==> src/rtl/gpio_irq_top_if.sv <==
// -----------------------------------------------------------------------------
// scarv_ccx_memif : simple single-cycle register access bus.
//   req    - access request
//   wen    - 1 = write, 0 = read
//   addr   - byte address
//   wdata  - write data
//   rdata  - read data, valid in the request cycle
//   gnt    - grant
//   error  - access error
// Modports: REQ/master drive the request side, RSP/slave answer it.
// -----------------------------------------------------------------------------
interface scarv_ccx_memif;
  logic        req;
  logic        wen;
  logic [31:0] addr;
  logic [31:0] wdata;
  logic [31:0] rdata;
  logic        gnt;
  logic        error;

  modport REQ    (output req, wen, addr, wdata, input  rdata, gnt, error);
  modport RSP    (input  req, wen, addr, wdata, output rdata, gnt, error);
  modport master (output req, wen, addr, wdata, input  rdata, gnt, error);
  modport slave  (input  req, wen, addr, wdata, output rdata, gnt, error);
endinterface

==> src/rtl/gpio_irq_top.sv <==
// -----------------------------------------------------------------------------
// gpio_irq_top : GPIO block with per-pin direction, set/clear output access and
// edge-triggered interrupt pending register.
//   g_clk      - clock
//   g_reset    - synchronous active-high reset
//   g_clk_req  - clock request (always 1)
//   gpio_oe    - per-pin output enable (DIRECTION register)
//   gpio_out   - per-pin output value (OUTPUTS register)
//   gpio_in    - asynchronous pin inputs
//   irq        - level interrupt, high while any PENDING bit is set
//   memif      - register access port (RSP modport)
// Optional feature: define GPIO_DEBOUNCE_EN to add a per-pin debounce filter
// of DEBOUNCE_CYCLES consecutive samples after the synchroniser.
// -----------------------------------------------------------------------------
module gpio_irq_top #(
  parameter int unsigned PERIPH_GPIO_NUM = 16,
  parameter logic [31:0] RESET_OUTPUTS   = 32'h0,
  parameter logic [31:0] RESET_DIRECTION = 32'h0,
  parameter int unsigned DEBOUNCE_CYCLES = 4
) (
  input  logic                       g_clk,
  input  logic                       g_reset,
  output logic                       g_clk_req,
  output logic [PERIPH_GPIO_NUM-1:0] gpio_oe,
  output logic [PERIPH_GPIO_NUM-1:0] gpio_out,
  input  logic [PERIPH_GPIO_NUM-1:0] gpio_in,
  output logic                       irq,
  scarv_ccx_memif.RSP                memif
);

  localparam int unsigned N = PERIPH_GPIO_NUM;

  typedef enum logic [2:0] {
    REG_INPUTS    = 3'd0,
    REG_OUTPUTS   = 3'd1,
    REG_DIRECTION = 3'd2,
    REG_OUT_SET   = 3'd3,
    REG_OUT_CLR   = 3'd4,
    REG_RISE_EN   = 3'd5,
    REG_FALL_EN   = 3'd6,
    REG_PENDING   = 3'd7
  } reg_e;

  logic [N-1:0] r_outputs, r_direction, r_rise_en, r_fall_en, r_pending;
  logic [N-1:0] r_sync1, r_sync2, r_prev_f;
  logic         r_irq, r_armed;

  logic [N-1:0] w_f, w_wd, w_rd, w_set, w_clr;
  logic [N-1:0] w_outputs_nxt, w_direction_nxt, w_rise_nxt, w_fall_nxt, w_pending_nxt;
  logic [31:0]  w_wdata;
  logic         w_wr, w_rdreq, w_unused_bits;
  reg_e         w_sel;

  assign g_clk_req     = 1'b1;
  assign memif.gnt     = 1'b1;
  assign memif.error   = 1'b0;
  assign gpio_oe       = r_direction;
  assign gpio_out      = r_outputs;
  assign irq           = r_irq;

  assign w_wr          = memif.req &  memif.wen;
  assign w_rdreq       = memif.req & ~memif.wen;
  assign w_sel         = reg_e'(memif.addr[4:2]);
  assign w_wdata       = memif.wdata;
  assign w_wd          = w_wdata[N-1:0];
  assign w_unused_bits = ^{memif.addr[31:5], memif.addr[1:0], w_wdata};

  // Two-flop synchroniser for the asynchronous pins.
  always_ff @(posedge g_clk) begin
    if (g_reset) begin
      r_sync1 <= '0;
      r_sync2 <= '0;
    end else begin
      r_sync1 <= gpio_in;
      r_sync2 <= r_sync1;
    end
  end

`ifdef GPIO_DEBOUNCE_EN
  // f only follows the synchronised value after it has disagreed for
  // DEBOUNCE_CYCLES consecutive cycles; any agreement restarts the count.
  logic [N-1:0] r_f;
  logic [7:0]   r_cnt [N];

  always_ff @(posedge g_clk) begin
    if (g_reset) begin
      r_f <= '0;
      for (int unsigned i = 0; i < N; i++) r_cnt[i] <= '0;
    end else begin
      for (int unsigned i = 0; i < N; i++) begin
        if (r_sync2[i] != r_f[i]) begin
          if (r_cnt[i] == 8'(DEBOUNCE_CYCLES - 1)) begin
            r_f[i]   <= r_sync2[i];
            r_cnt[i] <= '0;
          end else begin
            r_cnt[i] <= r_cnt[i] + 8'd1;
          end
        end else begin
          r_cnt[i] <= '0;
        end
      end
    end
  end

  assign w_f = r_f;
`else
  assign w_f = r_sync2;
`endif

  // r_armed gates edge detection for the first cycle after reset release.
  assign w_set = {N{r_armed}} & ~r_direction &
                 (((w_f & ~r_prev_f) & r_rise_en) | ((~w_f & r_prev_f) & r_fall_en));

  always_comb begin
    w_outputs_nxt   = r_outputs;
    w_direction_nxt = r_direction;
    w_rise_nxt      = r_rise_en;
    w_fall_nxt      = r_fall_en;
    w_clr           = '0;
    if (w_wr) begin
      case (w_sel)
        REG_OUTPUTS:   w_outputs_nxt = w_wd & r_direction;
        REG_DIRECTION: begin
          w_direction_nxt = w_wd;
          w_outputs_nxt   = r_outputs & w_wd;
        end
        REG_OUT_SET:   w_outputs_nxt = r_outputs | (w_wd & r_direction);
        REG_OUT_CLR:   w_outputs_nxt = r_outputs & ~w_wd;
        REG_RISE_EN:   w_rise_nxt    = w_wd;
        REG_FALL_EN:   w_fall_nxt    = w_wd;
        REG_PENDING:   w_clr         = w_wd;
        REG_INPUTS:    ;
      endcase
    end
    // A new edge beats a simultaneous write-1-to-clear.
    w_pending_nxt = (r_pending & ~w_clr) | w_set;
  end

  always_ff @(posedge g_clk) begin
    if (g_reset) begin
      r_outputs   <= RESET_OUTPUTS[N-1:0] & RESET_DIRECTION[N-1:0];
      r_direction <= RESET_DIRECTION[N-1:0];
      r_rise_en   <= '0;
      r_fall_en   <= '0;
      r_pending   <= '0;
      r_prev_f    <= '0;
      r_irq       <= 1'b0;
      r_armed     <= 1'b0;
    end else begin
      r_outputs   <= w_outputs_nxt;
      r_direction <= w_direction_nxt;
      r_rise_en   <= w_rise_nxt;
      r_fall_en   <= w_fall_nxt;
      r_pending   <= w_pending_nxt;
      r_prev_f    <= w_f;
      r_irq       <= |w_pending_nxt;
      r_armed     <= 1'b1;
    end
  end

  always_comb begin
    w_rd = '0;
    if (w_rdreq) begin
      case (w_sel)
        REG_INPUTS:    w_rd = w_f & ~r_direction;
        REG_OUTPUTS:   w_rd = r_outputs;
        REG_DIRECTION: w_rd = r_direction;
        REG_RISE_EN:   w_rd = r_rise_en;
        REG_FALL_EN:   w_rd = r_fall_en;
        REG_PENDING:   w_rd = r_pending;
        REG_OUT_SET,
        REG_OUT_CLR:   w_rd = '0;
      endcase
    end
  end

  assign memif.rdata = 32'(w_rd);

endmodule

==> src/flat_wrapper.sv <==
// flat-port wrapper written by rule: the top's interface ports become plain ports
module gpio_irq_top_flat 
#(
  parameter int unsigned PERIPH_GPIO_NUM = 16,
  parameter logic [31:0] RESET_OUTPUTS   = 32'h0,
  parameter logic [31:0] RESET_DIRECTION = 32'h0,
  parameter int unsigned DEBOUNCE_CYCLES = 4
)
  (g_clk, g_reset, g_clk_req, gpio_oe, gpio_out, gpio_in, irq, memif_req, memif_wen, memif_addr, memif_wdata, memif_rdata, memif_gnt, memif_error);
  scarv_ccx_memif memif_i ();
  input  logic g_clk;
  input  logic g_reset;
  output logic g_clk_req;
  output logic [PERIPH_GPIO_NUM-1:0] gpio_oe;
  output logic [PERIPH_GPIO_NUM-1:0] gpio_out;
  input  logic [PERIPH_GPIO_NUM-1:0] gpio_in;
  output logic irq;
  input wire logic [$bits(memif_i.req)-1:0] memif_req;
  input wire logic [$bits(memif_i.wen)-1:0] memif_wen;
  input wire logic [$bits(memif_i.addr)-1:0] memif_addr;
  input wire logic [$bits(memif_i.wdata)-1:0] memif_wdata;
  output wire logic [$bits(memif_i.rdata)-1:0] memif_rdata;
  output wire logic [$bits(memif_i.gnt)-1:0] memif_gnt;
  output wire logic [$bits(memif_i.error)-1:0] memif_error;
  assign memif_i.req = memif_req;
  assign memif_i.wen = memif_wen;
  assign memif_i.addr = memif_addr;
  assign memif_i.wdata = memif_wdata;
  assign memif_rdata = memif_i.rdata;
  assign memif_gnt = memif_i.gnt;
  assign memif_error = memif_i.error;
  gpio_irq_top #(.PERIPH_GPIO_NUM(PERIPH_GPIO_NUM), .RESET_OUTPUTS(RESET_OUTPUTS), .RESET_DIRECTION(RESET_DIRECTION), .DEBOUNCE_CYCLES(DEBOUNCE_CYCLES)) u_core (.g_clk(g_clk), .g_reset(g_reset), .g_clk_req(g_clk_req), .gpio_oe(gpio_oe), .gpio_out(gpio_out), .gpio_in(gpio_in), .irq(irq), .memif(memif_i));
endmodule
==> config.mk <==
export PLATFORM = sky130hd
export DESIGN_NAME = gpio_irq_top_flat
export DESIGN_NICKNAME = d
export VERILOG_FILES = /design/src/rtl/gpio_irq_top_if.sv /design/src/rtl/gpio_irq_top.sv /design/src/flat_wrapper.sv
export SDC_FILE = /design/constraint.sdc
export NUM_CORES = 1
export LEC_CHECK = 0
export ABC_AREA = 0
export BUFFER_PORTS_ARGS = -buffer_cell sky130_fd_sc_hd__buf_2
export CORE_MARGIN = 2
export CORE_UTILIZATION = 25
export CTS_CLUSTER_SIZE = 16
export DETAILED_ROUTE_END_ITERATION = 12
export SKIP_CTS_REPAIR_TIMING = 1
export SYNTH_ARGS = -nofsm -noshare
export SYNTH_HDL_FRONTEND = slang
export SYNTH_SLANG_ARGS = --single-unit
==> constraint.sdc <==
create_clock -name g_clk -period 3.9 [get_ports g_clk]
set_input_delay 0.39 -clock g_clk [delete_from_list [all_inputs] [get_ports g_clk]]
set_output_delay 0.39 -clock g_clk [all_outputs]
set_load 0.01 [all_outputs]
==> results <==
- The flow ran to the end, and the final reports show no timing, DRC or antenna violations.
- Once detailed placement completed, the half-perimeter wirelength came to 12.9 mm.
- For this design the total switching power over the nets is between 700 and 800 uW.
- The post-synthesis sequential area ratio is between 40 and 50%.
- The library cell with the largest summed area after synthesis is sky130_fd_sc_hd__dfxtp_1.
- The initial standard-cell utilization of the core is 25.4%.
- The cell row count is 56.
- The count of pins over their slew limit is 0.
- After technology mapping, the gate count stands at around 730.
- By area the synthesized netlist is led by sky130_fd_sc_hd__dfxtp_1 (44%), sky130_fd_sc_hd__nand2_1 (9.8%), sky130_fd_sc_hd__nor2b_1 (5.6%), sky130_fd_sc_hd__a21oi_1 (5.3%), sky130_fd_sc_hd__o21ai_0 (5.1%).
- The global-route met1 utilization is 20.6%.
- Counting along the longest clock path gives a buffer depth of 2.
- The initial antenna violation count is 0.
- Of the available clock period, the critical path in the final layout requires roughly three quarters.
- TritonCTS built the clock tree.
- In the global route stage, met2 resource usage came out at roughly a quarter.
- Buffers inserted during clock tree synthesis total 17.
- The startpoint-to-endpoint class of the critical path is in2out.
- The synthesized design devotes to its leading area cell type between 40% and 50% of total area.
- The global routing usage summed across all routing layers is between 10% and 20%.
- The insertion delay of the later-clocked pin in the worst-skew pair is approximately 0.42 ns.
- The compound-gate portion of the synthesized area is 24.7%.
- After the first detailed-routing iteration, the DRC count stood at around 480.
- The die span in y is ~160 um.
- The dominant combinational cell family by area after synthesis is compound AO/OA/AOI/OAI gates.
- The switching share of power is between 20% and 30%.
- The simple-gate portion of the synthesized area is between 20% and 30%.
- After Yosys synthesis, XOR and XNOR cells account for 0% of the synthesized area.
- At the pin with the least slew margin, the transition time is 0.878 ns.
- The H-tree generated during clock tree synthesis spans 4 levels.
- The worst-case IR drop observed on VDD is roughly 0.17 mV.
- roughly 150 I/O pins were placed.
- Entering global routing, the biggest net connects 61 pins.
- The filler cells instantiated in the layout total approximately 2,500.
- The final count of hold timing violations came to 0.
- In this run the power density over the cells is between 400 and 500 nW/um^2.
- The maximum clock rate is between 300 and 400 MHz.
- The via count of the first global-routing pass is between 4,000 and 5,000.
- After detailed routing, the number of remaining DRC violations is 0.
- The startpoint class of the critical path is a primary input.
- Routability-driven placement finished with a final weighted congestion of ~0.83.
- The proportion of layout cells with a drive suffix above 1 is 17.0%.
- The first global-routing pass estimated just under 30 mm of wire.
- Input and output buffers added on the ports amount to 87.
- The internal portion of the total power is around 2.6 mW.
- The flip-flop and latch area is roughly 2600 sq um.
- The clock slew seen by the registers of the worst setup and hold paths is roughly 0.050 ns.
- The total overflow reported by the global router is 0.
- The tool flagged a number of max-cap violations equal to 0.
- The die is 158 um wide.
- After synthesis the cells add up to around 5900 sq um.
- The post-detailed-routing wire length is ~19 mm.
- Dividing the detail-routed wire length by the instance count gives roughly 17 um.
- The average size of a mapped cell is just over 8 sq um.
- The final setup violation count is 0.
- The filler-free cell count of the finished design is 1,126.
- The clock network is responsible for between 50% and 60% of the overall power.
- Once layout is complete, the utilization of the core stands at 30.6%.
- The area of the die is between 20,000 and 25,000 sq um.
- The area of the multi-input gates is just under 3000 sq um.
- The residual antenna-violating net count after detailed routing is 0.
- The routed via count is 5,344.
- The synthesized netlist devotes 0% of its cell area to adder and majority cells.
- The endpoint arrival time on the critical path is approximately 2.5 ns.
- The synthesized design contains 130 register bits.
- The multiplexer area fraction after synthesis is under 10%.
- The cell count after placement is approximately 1,100.
- The count of different cell masters after synthesis is 36.
- Per report_power, the sequential group accounts for 41.3% of the total.
- The first detailed-routing pass took 7 iterations.
- The area of the core is about 23,000 sq um.
- The path type of the worst min-delay path is in2reg.
- After routing the design area is 7170 sq um.
- The headroom to the max-slew limit is between 40% and 50%.
- The setup TNS is 0 ns.
- Per report_power, the combinational group accounts for slightly below 6% of the total.
- The number of vias per cell is between 4 and 5.
- The capturing element type of the critical path is an output pin.
- Of all nets on the critical path, the largest fanout is 33.
- The critical path data required time is between 3 and 4 ns.
- The number of antenna repair diodes is 0.
- The most used routing layer is met2.
- The worst path needs 2.87 ns of the cycle, external delays included.
- The analysis attributes to cell leakage a power of between 2 and 3 nW.
- The worst-case clock skew is between 0.007 and 0.008 ns.
- The cell sitting at the root of the clock tree is a sky130_fd_sc_hd__clkbuf_16.
- The post-synthesis to final-layout area growth is 20.8%.
- The met3 track utilization from global routing is under 10%.
- Setup repair after global routing left no endpoint under its margin.
- The Yosys step of the flow raised 0 warnings.
- The final net count is 878.
- The post-placement cell area is approximately 6500 sq um.
- The count of clock tree sinks is 130.
power by group through the flow:
stage / Sequential [mW] / Combinational [mW] / Clock (mW)
after floorplan: 1.40 / 0.136 / 0
after global placement: 1.41 / 0.194 / 0
after detailed placement: 1.41 / 0.196 / 0
after CTS: 1.38 / 0.197 / 1.80
after global routing: 1.38 / 0.217 / 1.85
final: 1.38 / 0.197 / 1.76
path summary, 6_finish.rpt:
kind                 startpoint            endpoint  slack (ns)  depth (start not counted)
max               memif_addr[3]      memif_rdata[2]        1.03                          7
min                 gpio_in[10]  u_core.r_sync1[10]        0.18                          2
max reg2reg      u_core.r_armed          u_core.irq        1.99                          4
min reg2reg  u_core.r_sync1[13]  u_core.r_sync2[13]        0.43                          1
Yosys cell counts:
| master | instances |
|---|---|
| sky130_fd_sc_hd__a21oi_1 | 63 |
| sky130_fd_sc_hd__a221oi_1 | 7 |
| sky130_fd_sc_hd__a22o_1 | 31 |
| sky130_fd_sc_hd__a22oi_1 | 29 |
| sky130_fd_sc_hd__a31oi_1 | 4 |
| sky130_fd_sc_hd__a32oi_1 | 5 |
| sky130_fd_sc_hd__a41oi_1 | 1 |
| sky130_fd_sc_hd__and2_1 | 20 |
| sky130_fd_sc_hd__and2_4 | 1 |
| sky130_fd_sc_hd__and2b_1 | 2 |
| sky130_fd_sc_hd__and3_1 | 2 |
| sky130_fd_sc_hd__and3b_1 | 1 |
| sky130_fd_sc_hd__buf_1 | 2 |
| sky130_fd_sc_hd__buf_2 | 9 |
| sky130_fd_sc_hd__buf_4 | 24 |
| sky130_fd_sc_hd__buf_6 | 4 |
| sky130_fd_sc_hd__clkbuf_1 | 28 |
| sky130_fd_sc_hd__clkbuf_2 | 2 |
| sky130_fd_sc_hd__conb_1 | 2 |
| sky130_fd_sc_hd__dfxtp_1 | 130 |
| sky130_fd_sc_hd__inv_1 | 6 |
| sky130_fd_sc_hd__mux2_2 | 6 |
| sky130_fd_sc_hd__nand2_1 | 155 |
| sky130_fd_sc_hd__nand2b_1 | 18 |
| sky130_fd_sc_hd__nand4_4 | 1 |
| sky130_fd_sc_hd__nor2_1 | 23 |
| sky130_fd_sc_hd__nor2_2 | 1 |
| sky130_fd_sc_hd__nor2_4 | 1 |
| sky130_fd_sc_hd__nor2b_1 | 53 |
| sky130_fd_sc_hd__nor3_1 | 3 |
| sky130_fd_sc_hd__nor3b_1 | 2 |
| sky130_fd_sc_hd__nor4_1 | 4 |
| sky130_fd_sc_hd__o21ai_0 | 60 |
| sky130_fd_sc_hd__o21ai_1 | 12 |
| sky130_fd_sc_hd__o22a_1 | 16 |
| sky130_fd_sc_hd__o311a_4 | 1 |
critical path: stages:
cell                      delay, ns
sky130_fd_sc_hd__buf_2         0.41
sky130_fd_sc_hd__buf_4         0.42
sky130_fd_sc_hd__and2_1        0.46
sky130_fd_sc_hd__buf_4         0.26
sky130_fd_sc_hd__a22oi_1       0.09
sky130_fd_sc_hd__a31oi_1       0.26
sky130_fd_sc_hd__buf_2         0.19
sequential cells by signal, summed over array words and instances, names as in the netlist:
signal,count
u_core.r_sync2,16
u_core.r_sync1,16
u_core.r_armed,1
u_core.r_pending,16
u_core.irq,1
u_core.r_fall_en,16
u_core.gpio_out,16
u_core.gpio_oe,16
u_core.r_rise_en,16
u_core.r_prev_f,16
cell type report:
| cell class | instances | share of cell area, % |
|---|---|---|
| Clock buffer | 23 | 6.53 |
| Clock inverter | 9 | 2.48 |
| Inverter | 6 | 0.314 |
| Multi-Input combinational cell | 541 | 41.6 |
| Sequential cell | 130 | 36.3 |
| Tap cell | 319 | 5.57 |
| Timing Repair Buffer | 98 | 7.26 |
metal layers:
layer | up-vias | wire [um]
li1 | 2615 | -
met1 | 2497 | 8660
met2 | 194 | 8650
met3 | 38 | 947
met4 | 0 | 624
met5 | - | 0
per-stage QoR:
stage                     total power, mW  worst slack, ns  hold WS, ns
final                                3.34             1.03        0.176
after CTS                            3.37             1.05        0.153
after global routing                 3.45            0.949        0.182
after global placement               1.60             1.08        0.423
after detailed placement             1.60             1.06        0.424
after floorplan                      1.53             1.98        0.414
logic make-up after synthesis:
family / count (synthesis)
mux: 6
compound gates: 229
other cells: 2
buf+inv: 75
simple gates: 287
flops: 130
placed cells by master (no fill, tap or decap), drive strengths merged, types with 5 or more instances in the layout:
cell type,netlist,layout
a22oi,29,29
a21oi,63,63
clkbuf,30,23
o21ai,72,72
nor2,25,25
bufinv,0,5
nor2b,53,53
o22a,16,16
a22o,31,31
a221oi,7,7
buf,39,98
nand2b,18,18
dfxtp,130,130
and2,21,21
mux2,6,6
inv,6,6
conb,2,19
nand2,155,155
a32oi,5,5
Power figures use the tool's default switching activity.
